--- config.mk ---
export PLATFORM = sky130hd
export DESIGN_NAME = pulse_channel_gen2_flat
export DESIGN_NICKNAME = d
export VERILOG_FILES = /design/src/rtl/pulse_channel_gen2_pkg.sv /design/src/rtl/pulse_channel_gen2_if.sv /design/src/rtl/pulse_channel_gen2_envelope.sv /design/src/rtl/pulse_channel_gen2.sv /design/src/flat_wrapper.sv
export SDC_FILE = /design/constraint.sdc
export NUM_CORES = 1
export LEC_CHECK = 0
export ABC_AREA = 1
export CAP_MARGIN = 40
export CORE_ASPECT_RATIO = 1.5
export CORE_UTILIZATION = 61
export DETAILED_ROUTE_END_ITERATION = 8
export GPL_TIMING_DRIVEN = 1
export PLACE_DENSITY = 0.8
export SLEW_MARGIN = 20
export SYNTH_ARGS = -nofsm -noshare
export SYNTH_HDL_FRONTEND = slang
export SYNTH_SLANG_ARGS = --single-unit
--- constraint.sdc ---
create_clock -name apu_clk -period 4.2 [get_ports apu_clk]
set_input_delay 0.84 -clock apu_clk [delete_from_list [all_inputs] [get_ports apu_clk]]
set_output_delay 0.84 -clock apu_clk [all_outputs]
set_load 0.05 [all_outputs]
--- src/rtl/pulse_channel_gen2_pkg.sv ---
// rtl/pulse_channel_gen2_pkg.sv - shared APU tables, register indices and duty lookup
//
// Purpose: constants shared by the pulse channel and its envelope (the noise
// channel reuses the same tables and envelope).
//   reg_addr_e    register index decode for wr_addr
//   R*_*          bit positions of register fields inside wr_data
//   LENGTH_TABLE  8-bit length counter load values, indexed by len_idx
//   DUTY_TABLE    8-step duty patterns, indexed by duty then sequencer index
`timescale 1ns/1ps
package pulse_channel_gen2_pkg;

  typedef enum logic [1:0] {
    REG_CTRL   = 2'd0,
    REG_SWEEP  = 2'd1,
    REG_PER_LO = 2'd2,
    REG_PER_HI = 2'd3
  } reg_addr_e;

  localparam int R0_DUTY_HI  = 7;
  localparam int R0_DUTY_LO  = 6;
  localparam int R0_HALT     = 5;
  localparam int R0_CONST    = 4;

  localparam int R1_SW_EN    = 7;
  localparam int R1_PER_HI   = 6;
  localparam int R1_PER_LO   = 4;
  localparam int R1_NEG      = 3;
  localparam int R1_SHIFT_HI = 2;
  localparam int R1_SHIFT_LO = 0;

  localparam int R3_LEN_HI   = 7;
  localparam int R3_LEN_LO   = 3;

  localparam logic [7:0] LENGTH_TABLE [32] = '{
    8'd10,  8'd254, 8'd20,  8'd2,   8'd40,  8'd4,   8'd80,  8'd6,
    8'd160, 8'd8,   8'd60,  8'd10,  8'd14,  8'd12,  8'd26,  8'd14,
    8'd12,  8'd16,  8'd24,  8'd18,  8'd48,  8'd20,  8'd96,  8'd22,
    8'd192, 8'd24,  8'd72,  8'd26,  8'd16,  8'd28,  8'd32,  8'd30
  };

  localparam logic [7:0] DUTY_TABLE [4] = '{
    8'b0000_0010,
    8'b0000_0110,
    8'b0001_1110,
    8'b1111_1001
  };

  function automatic logic duty_bit(input logic [1:0] duty, input logic [2:0] idx);
    logic [7:0] pattern;
    pattern = DUTY_TABLE[duty];
    return pattern[idx];
  endfunction

endpackage

--- src/rtl/pulse_channel_gen2_if.sv ---
// rtl/pulse_channel_gen2_if.sv - frame ticks, register write bus and sample output of one pulse voice
//
// Purpose: bundles everything except clock and reset.
//   qtr_en / hlf_en   one-cycle frame-sequencer ticks
//   wr_en/addr/data   register write strobe, index 0..3 and data byte
//   ch_enable         status-register enable for this voice
//   pulse_out         signed sample (OUT_W bits)
//   len_active        length counter non-zero
// Modports: master drives ticks/writes, slave is the channel.
`timescale 1ns/1ps
interface pulse_channel_gen2_if #(
  parameter int OUT_W = 5
) ();

  logic                    qtr_en;
  logic                    hlf_en;
  logic                    wr_en;
  logic [1:0]              wr_addr;
  logic [7:0]              wr_data;
  logic                    ch_enable;
  logic signed [OUT_W-1:0] pulse_out;
  logic                    len_active;

  modport master (
    output qtr_en, hlf_en, wr_en, wr_addr, wr_data, ch_enable,
    input  pulse_out, len_active
  );

  modport slave (
    input  qtr_en, hlf_en, wr_en, wr_addr, wr_data, ch_enable,
    output pulse_out, len_active
  );

endinterface

--- src/rtl/pulse_channel_gen2_envelope.sv ---
// rtl/pulse_channel_gen2_envelope.sv - APU volume envelope (decay counter with divider and loop)
//
// Purpose: produces the channel volume from either the constant volume or a
// decaying counter clocked by quarter-frame ticks.
// Ports:
//   apu_clk, rst_n   clock, asynchronous active-low reset
//   i_qtr_en         quarter-frame tick
//   i_start          one-cycle restart request (length/period-high write)
//   i_halt           loop flag: decay wraps from 0 back to all-ones
//   i_const_vol      1: output i_vol directly
//   i_vol            constant volume / divider reload value
//   o_volume         current volume
`timescale 1ns/1ps
module pulse_channel_gen2_envelope #(
  parameter int VOL_W = 4
) (
  input  logic             apu_clk,
  input  logic             rst_n,
  input  logic             i_qtr_en,
  input  logic             i_start,
  input  logic             i_halt,
  input  logic             i_const_vol,
  input  logic [VOL_W-1:0] i_vol,
  output logic [VOL_W-1:0] o_volume
);

  logic             r_start;
  logic [VOL_W-1:0] r_decay;
  logic [VOL_W-1:0] r_div;

  // The start request is latched and only consumed by the next quarter tick;
  // a new request in the same cycle as that tick keeps the flag set.
  always_ff @(posedge apu_clk or negedge rst_n) begin
    if (!rst_n) begin
      r_start <= 1'b0;
    end else if (i_start) begin
      r_start <= 1'b1;
    end else if (i_qtr_en) begin
      r_start <= 1'b0;
    end
  end

  always_ff @(posedge apu_clk or negedge rst_n) begin
    if (!rst_n) begin
      r_decay <= '0;
      r_div   <= '0;
    end else if (i_qtr_en) begin
      if (r_start) begin
        r_decay <= '1;
        r_div   <= i_vol;
      end else if (r_div == '0) begin
        r_div <= i_vol;
        if (r_decay != '0) begin
          r_decay <= r_decay - VOL_W'(1);
        end else if (i_halt) begin
          r_decay <= '1;
        end
      end else begin
        r_div <= r_div - VOL_W'(1);
      end
    end
  end

  assign o_volume = i_const_vol ? i_vol : r_decay;

endmodule

--- src/rtl/pulse_channel_gen2.sv ---
// rtl/pulse_channel_gen2.sv - APU pulse voice: timer, duty sequencer, sweep, length, envelope
//
// Purpose: one square-wave voice in the apu_clk domain. NEG_ONES_COMP picks the
// pulse-1 (one's complement) or pulse-2 (two's complement) sweep negate.
// Ports:
//   apu_clk   APU clock
//   rst_n     asynchronous active-low reset
//   bus       pulse_channel_gen2_if.slave: ticks, register writes, ch_enable,
//             pulse_out (registered, 1-cycle latency), len_active
`timescale 1ns/1ps
module pulse_channel_gen2
  import pulse_channel_gen2_pkg::*;
#(
  parameter int TIMER_W       = 11,
  parameter int VOL_W         = 4,
  parameter int OUT_W         = 5,
  parameter int NEG_ONES_COMP = 0,
  parameter int MIN_PERIOD    = 8
) (
  input  logic                 apu_clk,
  input  logic                 rst_n,
  pulse_channel_gen2_if.slave  bus
);

  localparam logic [TIMER_W-1:0] MIN_P = TIMER_W'(MIN_PERIOD);
  localparam logic [TIMER_W:0]   ONE_X = {{TIMER_W{1'b0}}, 1'b1};

  // Register fields
  logic [1:0]         r_duty;
  logic               r_halt;
  logic               r_const_vol;
  logic [VOL_W-1:0]   r_vol;
  logic               r_sw_en;
  logic [2:0]         r_sw_per;
  logic               r_sw_neg;
  logic [2:0]         r_sw_shift;
  logic [TIMER_W-1:0] r_period;

  // Channel state
  logic [TIMER_W-1:0] r_timer;
  logic [2:0]         r_seq_idx;
  logic [7:0]         r_length;
  logic [2:0]         r_sw_div;
  logic               r_sw_reload;
  logic [OUT_W-1:0]   r_out;

  logic               w_wr_r0;
  logic               w_wr_r1;
  logic               w_wr_r2;
  logic               w_wr_r3;
  logic [TIMER_W:0]   w_period_x;
  logic [TIMER_W:0]   w_delta;
  logic [TIMER_W:0]   w_target;
  logic               w_mute;
  logic               w_sweep_apply;
  logic               w_seq_bit;
  logic [VOL_W-1:0]   w_volume;
  logic [OUT_W-1:0]   w_mag;
  logic [OUT_W-1:0]   w_sample;

  assign w_wr_r0 = bus.wr_en && (bus.wr_addr == REG_CTRL);
  assign w_wr_r1 = bus.wr_en && (bus.wr_addr == REG_SWEEP);
  assign w_wr_r2 = bus.wr_en && (bus.wr_addr == REG_PER_LO);
  assign w_wr_r3 = bus.wr_en && (bus.wr_addr == REG_PER_HI);

  // Control and sweep registers
  always_ff @(posedge apu_clk or negedge rst_n) begin
    if (!rst_n) begin
      r_duty      <= '0;
      r_halt      <= 1'b0;
      r_const_vol <= 1'b0;
      r_vol       <= '0;
      r_sw_en     <= 1'b0;
      r_sw_per    <= '0;
      r_sw_neg    <= 1'b0;
      r_sw_shift  <= '0;
    end else begin
      if (w_wr_r0) begin
        r_duty      <= bus.wr_data[R0_DUTY_HI:R0_DUTY_LO];
        r_halt      <= bus.wr_data[R0_HALT];
        r_const_vol <= bus.wr_data[R0_CONST];
        r_vol       <= bus.wr_data[VOL_W-1:0];
      end
      if (w_wr_r1) begin
        r_sw_en    <= bus.wr_data[R1_SW_EN];
        r_sw_per   <= bus.wr_data[R1_PER_HI:R1_PER_LO];
        r_sw_neg   <= bus.wr_data[R1_NEG];
        r_sw_shift <= bus.wr_data[R1_SHIFT_HI:R1_SHIFT_LO];
      end
    end
  end

  // Sweep target, computed one bit wider so the add carry is visible
  assign w_period_x = {1'b0, r_period};
  assign w_delta    = {1'b0, r_period >> r_sw_shift};

  always_comb begin
    w_target = w_period_x + w_delta;
    if (r_sw_neg) begin
      if (NEG_ONES_COMP != 0) begin
        w_target = w_period_x - w_delta - ONE_X;
      end else begin
        w_target = w_period_x - w_delta;
      end
    end
  end

  // The carry only means overflow in add mode; in negate mode bit TIMER_W is a borrow.
  assign w_mute = (r_period < MIN_P)
                | (!r_sw_neg && w_target[TIMER_W])
                | (r_length == 8'd0);

  assign w_sweep_apply = bus.hlf_en && (r_sw_div == 3'd0) && r_sw_en
                       && (r_sw_shift != 3'd0) && !w_mute;

  // Period: a CPU write always beats a sweep update landing in the same cycle
  always_ff @(posedge apu_clk or negedge rst_n) begin
    if (!rst_n) begin
      r_period <= '0;
    end else if (w_wr_r2 || w_wr_r3) begin
      if (w_wr_r2) begin
        r_period[7:0] <= bus.wr_data;
      end
      if (w_wr_r3) begin
        r_period[TIMER_W-1:8] <= bus.wr_data[TIMER_W-9:0];
      end
    end else if (w_sweep_apply) begin
      r_period <= w_target[TIMER_W-1:0];
    end
  end

  // Sweep divider; reload flag raised by an R1 write wins over its own clear
  always_ff @(posedge apu_clk or negedge rst_n) begin
    if (!rst_n) begin
      r_sw_div    <= '0;
      r_sw_reload <= 1'b0;
    end else begin
      if (bus.hlf_en) begin
        if ((r_sw_div == 3'd0) || r_sw_reload) begin
          r_sw_div <= r_sw_per;
        end else begin
          r_sw_div <= r_sw_div - 3'd1;
        end
      end
      if (w_wr_r1) begin
        r_sw_reload <= 1'b1;
      end else if (bus.hlf_en && ((r_sw_div == 3'd0) || r_sw_reload)) begin
        r_sw_reload <= 1'b0;
      end
    end
  end

  // Timer and duty sequencer; an R3 write restarts the sequence at step 0
  always_ff @(posedge apu_clk or negedge rst_n) begin
    if (!rst_n) begin
      r_timer   <= '0;
      r_seq_idx <= '0;
    end else begin
      if (r_timer == '0) begin
        r_timer <= r_period;
      end else begin
        r_timer <= r_timer - TIMER_W'(1);
      end
      if (w_wr_r3) begin
        r_seq_idx <= '0;
      end else if (r_timer == '0) begin
        r_seq_idx <= r_seq_idx - 3'd1;
      end
    end
  end

  // Length counter: disable > reload > half-frame decrement
  always_ff @(posedge apu_clk or negedge rst_n) begin
    if (!rst_n) begin
      r_length <= '0;
    end else if (!bus.ch_enable) begin
      r_length <= '0;
    end else if (w_wr_r3) begin
      r_length <= LENGTH_TABLE[bus.wr_data[R3_LEN_HI:R3_LEN_LO]];
    end else if (bus.hlf_en && !r_halt && (r_length != 8'd0)) begin
      r_length <= r_length - 8'd1;
    end
  end

  pulse_channel_gen2_envelope #(
    .VOL_W (VOL_W)
  ) u_envelope (
    .apu_clk     (apu_clk),
    .rst_n       (rst_n),
    .i_qtr_en    (bus.qtr_en),
    .i_start     (w_wr_r3),
    .i_halt      (r_halt),
    .i_const_vol (r_const_vol),
    .i_vol       (r_vol),
    .o_volume    (w_volume)
  );

  assign w_seq_bit = duty_bit(r_duty, r_seq_idx);
  assign w_mag     = {1'b0, w_volume};

  always_comb begin
    w_sample = '0;
    if (!w_mute) begin
      w_sample = w_seq_bit ? w_mag : (~w_mag + OUT_W'(1));
    end
  end

  always_ff @(posedge apu_clk or negedge rst_n) begin
    if (!rst_n) begin
      r_out <= '0;
    end else begin
      r_out <= w_sample;
    end
  end

  assign bus.pulse_out  = r_out;
  assign bus.len_active = (r_length != 8'd0);

endmodule
--- src/flat_wrapper.sv ---
// flat-port wrapper written by rule: the top's interface ports become plain ports
module pulse_channel_gen2_flat import pulse_channel_gen2_pkg::*;
#(
  parameter int TIMER_W       = 11,
  parameter int VOL_W         = 4,
  parameter int OUT_W         = 5,
  parameter int NEG_ONES_COMP = 0,
  parameter int MIN_PERIOD    = 8
)
  (apu_clk, rst_n, bus_qtr_en, bus_hlf_en, bus_wr_en, bus_wr_addr, bus_wr_data, bus_ch_enable, bus_pulse_out, bus_len_active);
  pulse_channel_gen2_if #(.OUT_W(OUT_W)) bus_i ();
  input  logic apu_clk;
  input  logic rst_n;
  input wire logic [$bits(bus_i.qtr_en)-1:0] bus_qtr_en;
  input wire logic [$bits(bus_i.hlf_en)-1:0] bus_hlf_en;
  input wire logic [$bits(bus_i.wr_en)-1:0] bus_wr_en;
  input wire logic [$bits(bus_i.wr_addr)-1:0] bus_wr_addr;
  input wire logic [$bits(bus_i.wr_data)-1:0] bus_wr_data;
  input wire logic [$bits(bus_i.ch_enable)-1:0] bus_ch_enable;
  output wire logic [$bits(bus_i.pulse_out)-1:0] bus_pulse_out;
  output wire logic [$bits(bus_i.len_active)-1:0] bus_len_active;
  assign bus_i.qtr_en = bus_qtr_en;
  assign bus_i.hlf_en = bus_hlf_en;
  assign bus_i.wr_en = bus_wr_en;
  assign bus_i.wr_addr = bus_wr_addr;
  assign bus_i.wr_data = bus_wr_data;
  assign bus_i.ch_enable = bus_ch_enable;
  assign bus_pulse_out = bus_i.pulse_out;
  assign bus_len_active = bus_i.len_active;
  pulse_channel_gen2 #(.TIMER_W(TIMER_W), .VOL_W(VOL_W), .OUT_W(OUT_W), .NEG_ONES_COMP(NEG_ONES_COMP), .MIN_PERIOD(MIN_PERIOD)) u_core (.apu_clk(apu_clk), .rst_n(rst_n), .bus(bus_i));
endmodule
==> qor.yml, run 1 <==
grt:
  grt-ovfl-total: 0
  grt_usage_pct: 30.90
  antenna_found_initial: 0
  grt_start_max_net_pins: 24
  grt_pass1_vias: 4588
  grt_pass1_wl_mm: 19.93
floorplan:
  die_width_microns: 74.68
  boundaryPins: 22
  rows: 39
  core-area_sq_mm: 0.007661
  die_y_microns: 111.0
  dieArea_sq_mm: 0.008291
  initial_utilization_pct: 63.09
pwr:
  peakVddDrop_v: 0.0006116
  cellPowerDensity_mw_per_mm2: 746.1
  post-layout-total-power_mw: 4.058
  clock_power_share_pct: 18.2
  p_seq_share_pct: 28.4
  p_leak_nw: 2.716
  p_sw_share_pct: 46.76
  power.switching_mw: 1.898
  intPower_mw: 2.160
  p_comb_share_pct: 53.4
timing:
  fin_worst_skew_ns: 0.006989
  post-route-min-period_ns: 3.766
  max_slew.worst_pin.slew_ns: 0.5761
  fin_ws_ns: 0.4337
  fmax_mhz: 265.5
  whs_ns: 0.4830
  maxSlewViolCount: 0
  slew_headroom_pct: 61.49
  hold_violations: 0
  finalSetupViolCount: 0
  post-route-period-util_pct: 89.67
synth:
  avgSynthCellArea_sq_um: 7.035
  synthDistinctLibCells: 46
  synth_area_sq_mm: 0.004833
  ys_ff_latch: 67
  synth_flop_cell: "dfrtp_1"
  netlist_instances: 687
  async_flop_share_pct: 100.0
  ys_warn_count: 0
  synth_edf_count: 0
  ys_seq_area_share_pct: 34.69
  synth_nets: 732
run_status:
  status: "finished clean"
drt:
  finalWirelength_mm: 11.66
  drtAntennaViolNets: 0
  via_count: 4651
  viasPerCell: 5.721
  first_pass_iters: 5
  drtIter0Drc: 239
  wl_per_cell_microns: 14.35
  drc: 0
clocking:
  cts_sinks: 67
  cts_buffers: 9
  insertion_delay_ns: 0.33
  cts.path.max_buffers: 2
  post_cts_buffers: 0
  clkTransAtPathRegs_ns: 0.06
  h-tree-depth: 3
  cts_root_buf: "clkbuf_16"
  cts_tree: "yes"
critical_path:
  reg2reg_to: "u_core.r_period[9]$_DFFE_PN0P_"
  worstPathArrival_ns: 4.04
  reg2reg_slack_ns: 0.43
  required_ns: 4.47
  path_delay_family: "simple AND/OR/NAND/NOR gates"
  criticalPathCategory: "flip-flop to flip-flop"
  rr_startpoint: "u_core.r_sw_shift[0]$_DFFE_PN0P_"
  critPathLaunchType: "flip-flop"
  crit_buf_inv: 3
  cp_max_fo: 14
  reg2reg_depth: 25
  cpMaxStageDelayCell: "dfrtp_2"
  path_common_cell: "nand2_1"
  cpPeakStageDelay_ns: 0.50
  critPathCaptureType: "flip-flop"
final_layout:
  stdcell_area_sq_mm: 0.005439
  diodes: 0
  n_fill_cell: 629
  layout-drive-gt1-share_pct: 6.329
  instances_no_fill: 813
  area_growth_pct: 12.53
  nNetsFinal: 751
placement:
  place_ws_ns: 0.3852
  portBuffers: 21
  dpl.cell_count: 797
  place_congestion: 0.9350
  dpl_cell_area_sq_mm: 0.005131
  dp_hpwl_mm: 8.733
worst_hold_path:
  holdCritPathClass: "input pin to async pin"
job:
  max_cap_violations: 0
-- cells in the final DEF (no fill, tap or decap), types with 7 or more instances in the layout --
cell type and n:
nor2_1 47, nand2_1 193, o21ai_0 61, clkbuf_16 9, dfrtp_1 65, a31oi_1 10
o22ai_1 8, clkdlybuf4s50_1 20, xor2_1 14, inv_1 78, ha_1 28, xnor2_1 7
nor4_1 7, nand3_1 63, a21oi_1 22
-- flip-flops by register name (all words and copies together), names as in the netlist, 4 cells and up --
signal,flops
u_core.bus.pulse_out,5
u_core.u_envelope.r_div,4
u_core.r_vol,4
u_core.r_period,11
u_core.u_envelope.r_decay,4
u_core.r_length,8
u_core.r_timer,11
-- cell usage after synthesis, drive strengths merged, types with 8 or more instances --
library cell	count	area (sq um)
a21oi	22	110.1
ha	28	350.3
nand3	66	345.3
nor2	50	200.2
inv	85	321.6
clkbuf	11	41.29
o22ai	8	50.05
nand2	197	749.5
dfrtp	67	1677
o21ai	62	314.1
a31oi	10	62.56
xor2	14	122.6
-- power groups by stage --
stage / clock, mW / combinational (mW) / sequential [mW]
CTS: 0.748 / 2.17 / 1.14
floorplan: 0 / 1.63 / 1.12
global placement: 0 / 2.09 / 1.14
detailed placement: 0 / 2.15 / 1.15
global route: 0.775 / 2.48 / 1.17
finish: 0.739 / 2.17 / 1.15
-- cell type report --
type	count	area, sq um	area share (%)
well taps	102	127.6	2.346
clock inverters	6	66.31	1.219
inverters	87	329.1	6.050
multi-input cells	515	2745	50.47
repair buffers	26	262.8	4.831
flip-flops and latches	67	1679	30.87
clock buffers	10	229.0	4.210
-- kinds of logic (layout without fill, tap and decap cells) --
kind of cell	Yosys count	count (layout)	share of synthesized area, %
and+or+nand+nor	338	338	29.90
AOI/OAI and AO/OA	127	127	15.22
buffers and inverters	105	129	8.724
DFF	67	67	34.69
adders and majority gates	29	29	7.663
xor gates and xnor gates	21	21	3.805
-- metal layers --
layer	vias to the layer above	wire length [microns]	global-route usage [%]
met3	27	445	3.545
li1	2325	-	-
met2	133	5902	51.47
met5	-	0	0
met1	2166	5008	38.73
met4	0	307	14.72
-- per-stage QoR --
step	util [%]	setup TNS (ns)
6_report	70.99	0
5_1_grt	70.99	-0.01110
4_1_cts	70.83	0
3_5_place_dp	66.98	0
3_3_place_gp	66.62	0
2_1_floorplan	-	0
-- what timing repair did --
item,CTS,global route
hold buffers,0,0
resized for setup,0,4
endpoints found under the setup margin,0,11
endpoints found under the hold margin,0,0
-- how the worst max path moves through the flow --
stage	start	end	slack, ns	depth (start not counted)
floorplan	u_core.r_sw_shift[1]$_DFFE_PN0P_	u_core.r_period[1]$_DFFE_PN0P_	1.07	27
global placement	u_core.r_sw_shift[0]$_DFFE_PN0P_	u_core.r_period[0]$_DFFE_PN0P_	0.57	24
detailed placement	u_core.r_sw_shift[0]$_DFFE_PN0P_	u_core.r_period[0]$_DFFE_PN0P_	0.39	27
CTS	u_core.r_sw_shift[0]$_DFFE_PN0P_	u_core.r_period[0]$_DFFE_PN0P_	0.34	27
global route	u_core.r_sw_shift[0]$_DFFE_PN0P_	u_core.r_period[7]$_DFFE_PN0P_	-0.006	27
finish	u_core.r_sw_shift[0]$_DFFE_PN0P_	u_core.r_period[9]$_DFFE_PN0P_	0.43	25
No activity file was read; power rests on OpenSTA's default activity.
==> run 2, diff against run 1 <==
--- a/config.mk
+++ b/config.mk
@@ -9,9 +9,11 @@
 export CAP_MARGIN = 40
 export CORE_ASPECT_RATIO = 1.5
 export CORE_UTILIZATION = 61
+export CTS_CLUSTER_SIZE = 20
 export DETAILED_ROUTE_END_ITERATION = 8
 export GPL_TIMING_DRIVEN = 1
 export PLACE_DENSITY = 0.8
+export SETUP_SLACK_MARGIN = 0.1
 export SLEW_MARGIN = 20
 export SYNTH_ARGS = -nofsm -noshare
 export SYNTH_HDL_FRONTEND = slang
==> run 2 against run 1 <==
  * Critical path depth decreased by 1
  * Combinational power is essentially flat
  * Count of clock-buffer cells in the layout is the same
  * Sequential cell count unchanged
  * Utilization is 0.098 points higher
  * Highest routed layer unchanged
  * Hold slack barely moved
  * Sequential share of layout area about the same
==> qor.yml, run 2 (synthesis gave the netlist of run 1 again) <==
run_status:
  status: "finished clean"
floorplan:
  rows: 39
  initial_utilization_pct: 63.09
  dieArea_sq_mm: 0.008291
  core-area_sq_mm: 0.007661
  die_width_microns: 74.68
  boundaryPins: 22
  die_y_microns: 111.0
timing:
  max_slew.worst_pin.slew_ns: 0.5633
  post-route-min-period_ns: 3.657
  finalSetupViolCount: 0
  fin_worst_skew_ns: 0.006279
  fmax_mhz: 273.4
  slew_headroom_pct: 62.34
  rsz0062_at_grt: "no"
  tns_ns: 0
  maxSlewViolCount: 0
  post-route-period-util_pct: 87.08
  hold_violations: 0
final_layout:
  stdcell_area_sq_mm: 0.005446
  nNetsFinal: 751
  diodes: 0
  instances_no_fill: 813
  fin_util_pct: 71.09
  final_common_cell: "nand2_1"
  reg_top3: "u_core.r_period: 11 flops, u_core.r_timer: 11 flops, u_core.r_length: 8 flops"
  multiInputGateArea_sq_mm: 0.002753
  layout_common_cells: "nand2_1 (193), inv_1 (78), dfrtp_1 (65)"
  n_fill_cell: 628
  area_growth_pct: 12.68
  regArea_sq_mm: 0.001679
  layout-drive-gt1-share_pct: 6.329
critical_path:
  path_cells: "inv_2 > nand2_1 > nand3_1 > nand2_1 > o21ai_2 > inv_1 > ha_1 > nand2_1 > nor2_1 > nand3_1 > nor2_1 > a21oi_1 > xnor2_1 > inv_1 > ha_1 > a21o_1 > a31oi_1 > nand3_1 > nand4_1 > nand3_2 > nand3_4 > nand2_1 > nand2_1 > nand2_1"
  cp_max_fo: 14
  path_common_cell: "nand2_1"
  critPathLaunchType: "flip-flop"
  criticalPathCategory: "flip-flop to flip-flop"
  rr_startpoint: "u_core.r_sw_shift[0]$_DFFE_PN0P_"
  reg2reg_slack_ns: 0.54
  reg2reg_to: "u_core.r_period[9]$_DFFE_PN0P_"
  worstPathArrival_ns: 3.88
  critPathCaptureType: "flip-flop"
  crit_buf_inv: 3
  cpMaxStageDelayCell: "dfrtp_2"
  required_ns: 4.42
  reg2reg_depth: 24
  cpPeakStageDelay_ns: 0.50
  path_delay_family: "simple AND/OR/NAND/NOR gates"
clocking:
  h-tree-depth: 3
  cts_buffers: 9
  cts_sinks: 67
  cts_root_buf: "clkbuf_16"
  holdBufCountCts: 0
  clkTransAtPathRegs_ns: 0.06
  cts_tree: "yes"
  insertion_delay_ns: 0.33
  cts.path.max_buffers: 2
drt:
  drc: 0
  viasPerCell: 5.680
  drtIter0Drc: 268
  wl_per_cell_microns: 14.35
  finalWirelength_mm: 11.67
  via_count: 4618
  drtAntennaViolNets: 0
  first_pass_iters: 5
grt:
  grt_pass1_wl_mm: 19.93
  grt_usage_pct: 30.90
  grt-ovfl-total: 0
  grt_start_max_net_pins: 24
  antenna_found_initial: 0
  grt_pass1_vias: 4588
placement:
  portBuffers: 21
  dpl.cell_count: 797
  place_congestion: 0.9350
  dpl_cell_area_sq_mm: 0.005131
  dp_hpwl_mm: 8.733
pwr:
  peakVddDrop_v: 0.0006114
  p_leak_nw: 2.717
  cellPowerDensity_mw_per_mm2: 746.0
  post-layout-total-power_mw: 4.063
worst_hold_path:
  holdCritPathClass: "input pin to async pin"
job:
  max_cap_violations: 0
-- run 2: worst max-delay path by stage --
stage,to,startpoint,cells past startpoint,slack (ns)
6_report,u_core.r_period[9]$_DFFE_PN0P_,u_core.r_sw_shift[0]$_DFFE_PN0P_,24,0.54
5_1_grt,u_core.r_period[7]$_DFFE_PN0P_,u_core.r_sw_shift[0]$_DFFE_PN0P_,26,0.09
4_1_cts,u_core.r_period[0]$_DFFE_PN0P_,u_core.r_sw_shift[0]$_DFFE_PN0P_,27,0.34
3_5_place_dp,u_core.r_period[0]$_DFFE_PN0P_,u_core.r_sw_shift[0]$_DFFE_PN0P_,27,0.39
3_3_place_gp,u_core.r_period[0]$_DFFE_PN0P_,u_core.r_sw_shift[0]$_DFFE_PN0P_,24,0.57
2_1_floorplan,u_core.r_period[1]$_DFFE_PN0P_,u_core.r_sw_shift[1]$_DFFE_PN0P_,27,1.07
-- run 2: area by class of cell --
type / instances / share of cell area (%)
Clock buffer: 10 / 4.204
Clock inverter: 6 / 1.218
Tap cell: 102 / 2.343
Inverter: 87 / 6.042
Multi-Input combinational cell: 515 / 50.54
Sequential cell: 67 / 30.83
Timing Repair Buffer: 26 / 4.824
-- run 2: stage by stage --
| stage | worst slack [ns] | hold slack, ns |
|---|---|---|
| after global routing | 0.09322 | 0.5161 |
| after CTS | 0.3411 | 0.4728 |
| after floorplan | 1.067 | 0.4376 |
| after global placement | 0.5734 | 0.4536 |
| final | 0.5427 | 0.4834 |
| after detailed placement | 0.3852 | 0.4656 |
-- run 2: repair_timing --
| item | 4_1_cts | 5_1_grt |
|---|---|---|
| gates resized for setup | 0 | 5 |
| setup buffers | 0 | 0 |
| endpoints found under the setup margin | 0 | 14 |
-- run 2: where the power goes --
group          internal [mW]  total (mW)  switching (mW)
sequential             0.884        1.15           0.268
combinational          0.819        2.17            1.36
clock                  0.459       0.737           0.278
total                   2.16        4.06            1.90
-- run 2: per-layer routing --
layer / vias up / GRT usage [%] / share of wire (%)
li1: 2325 / - / -
met2: 127 / 51.47 / 51
met1: 2140 / 38.73 / 42
met5: - / 0 / 0
met4: 0 / 14.72 / 2.7
met3: 26 / 3.545 / 4.4
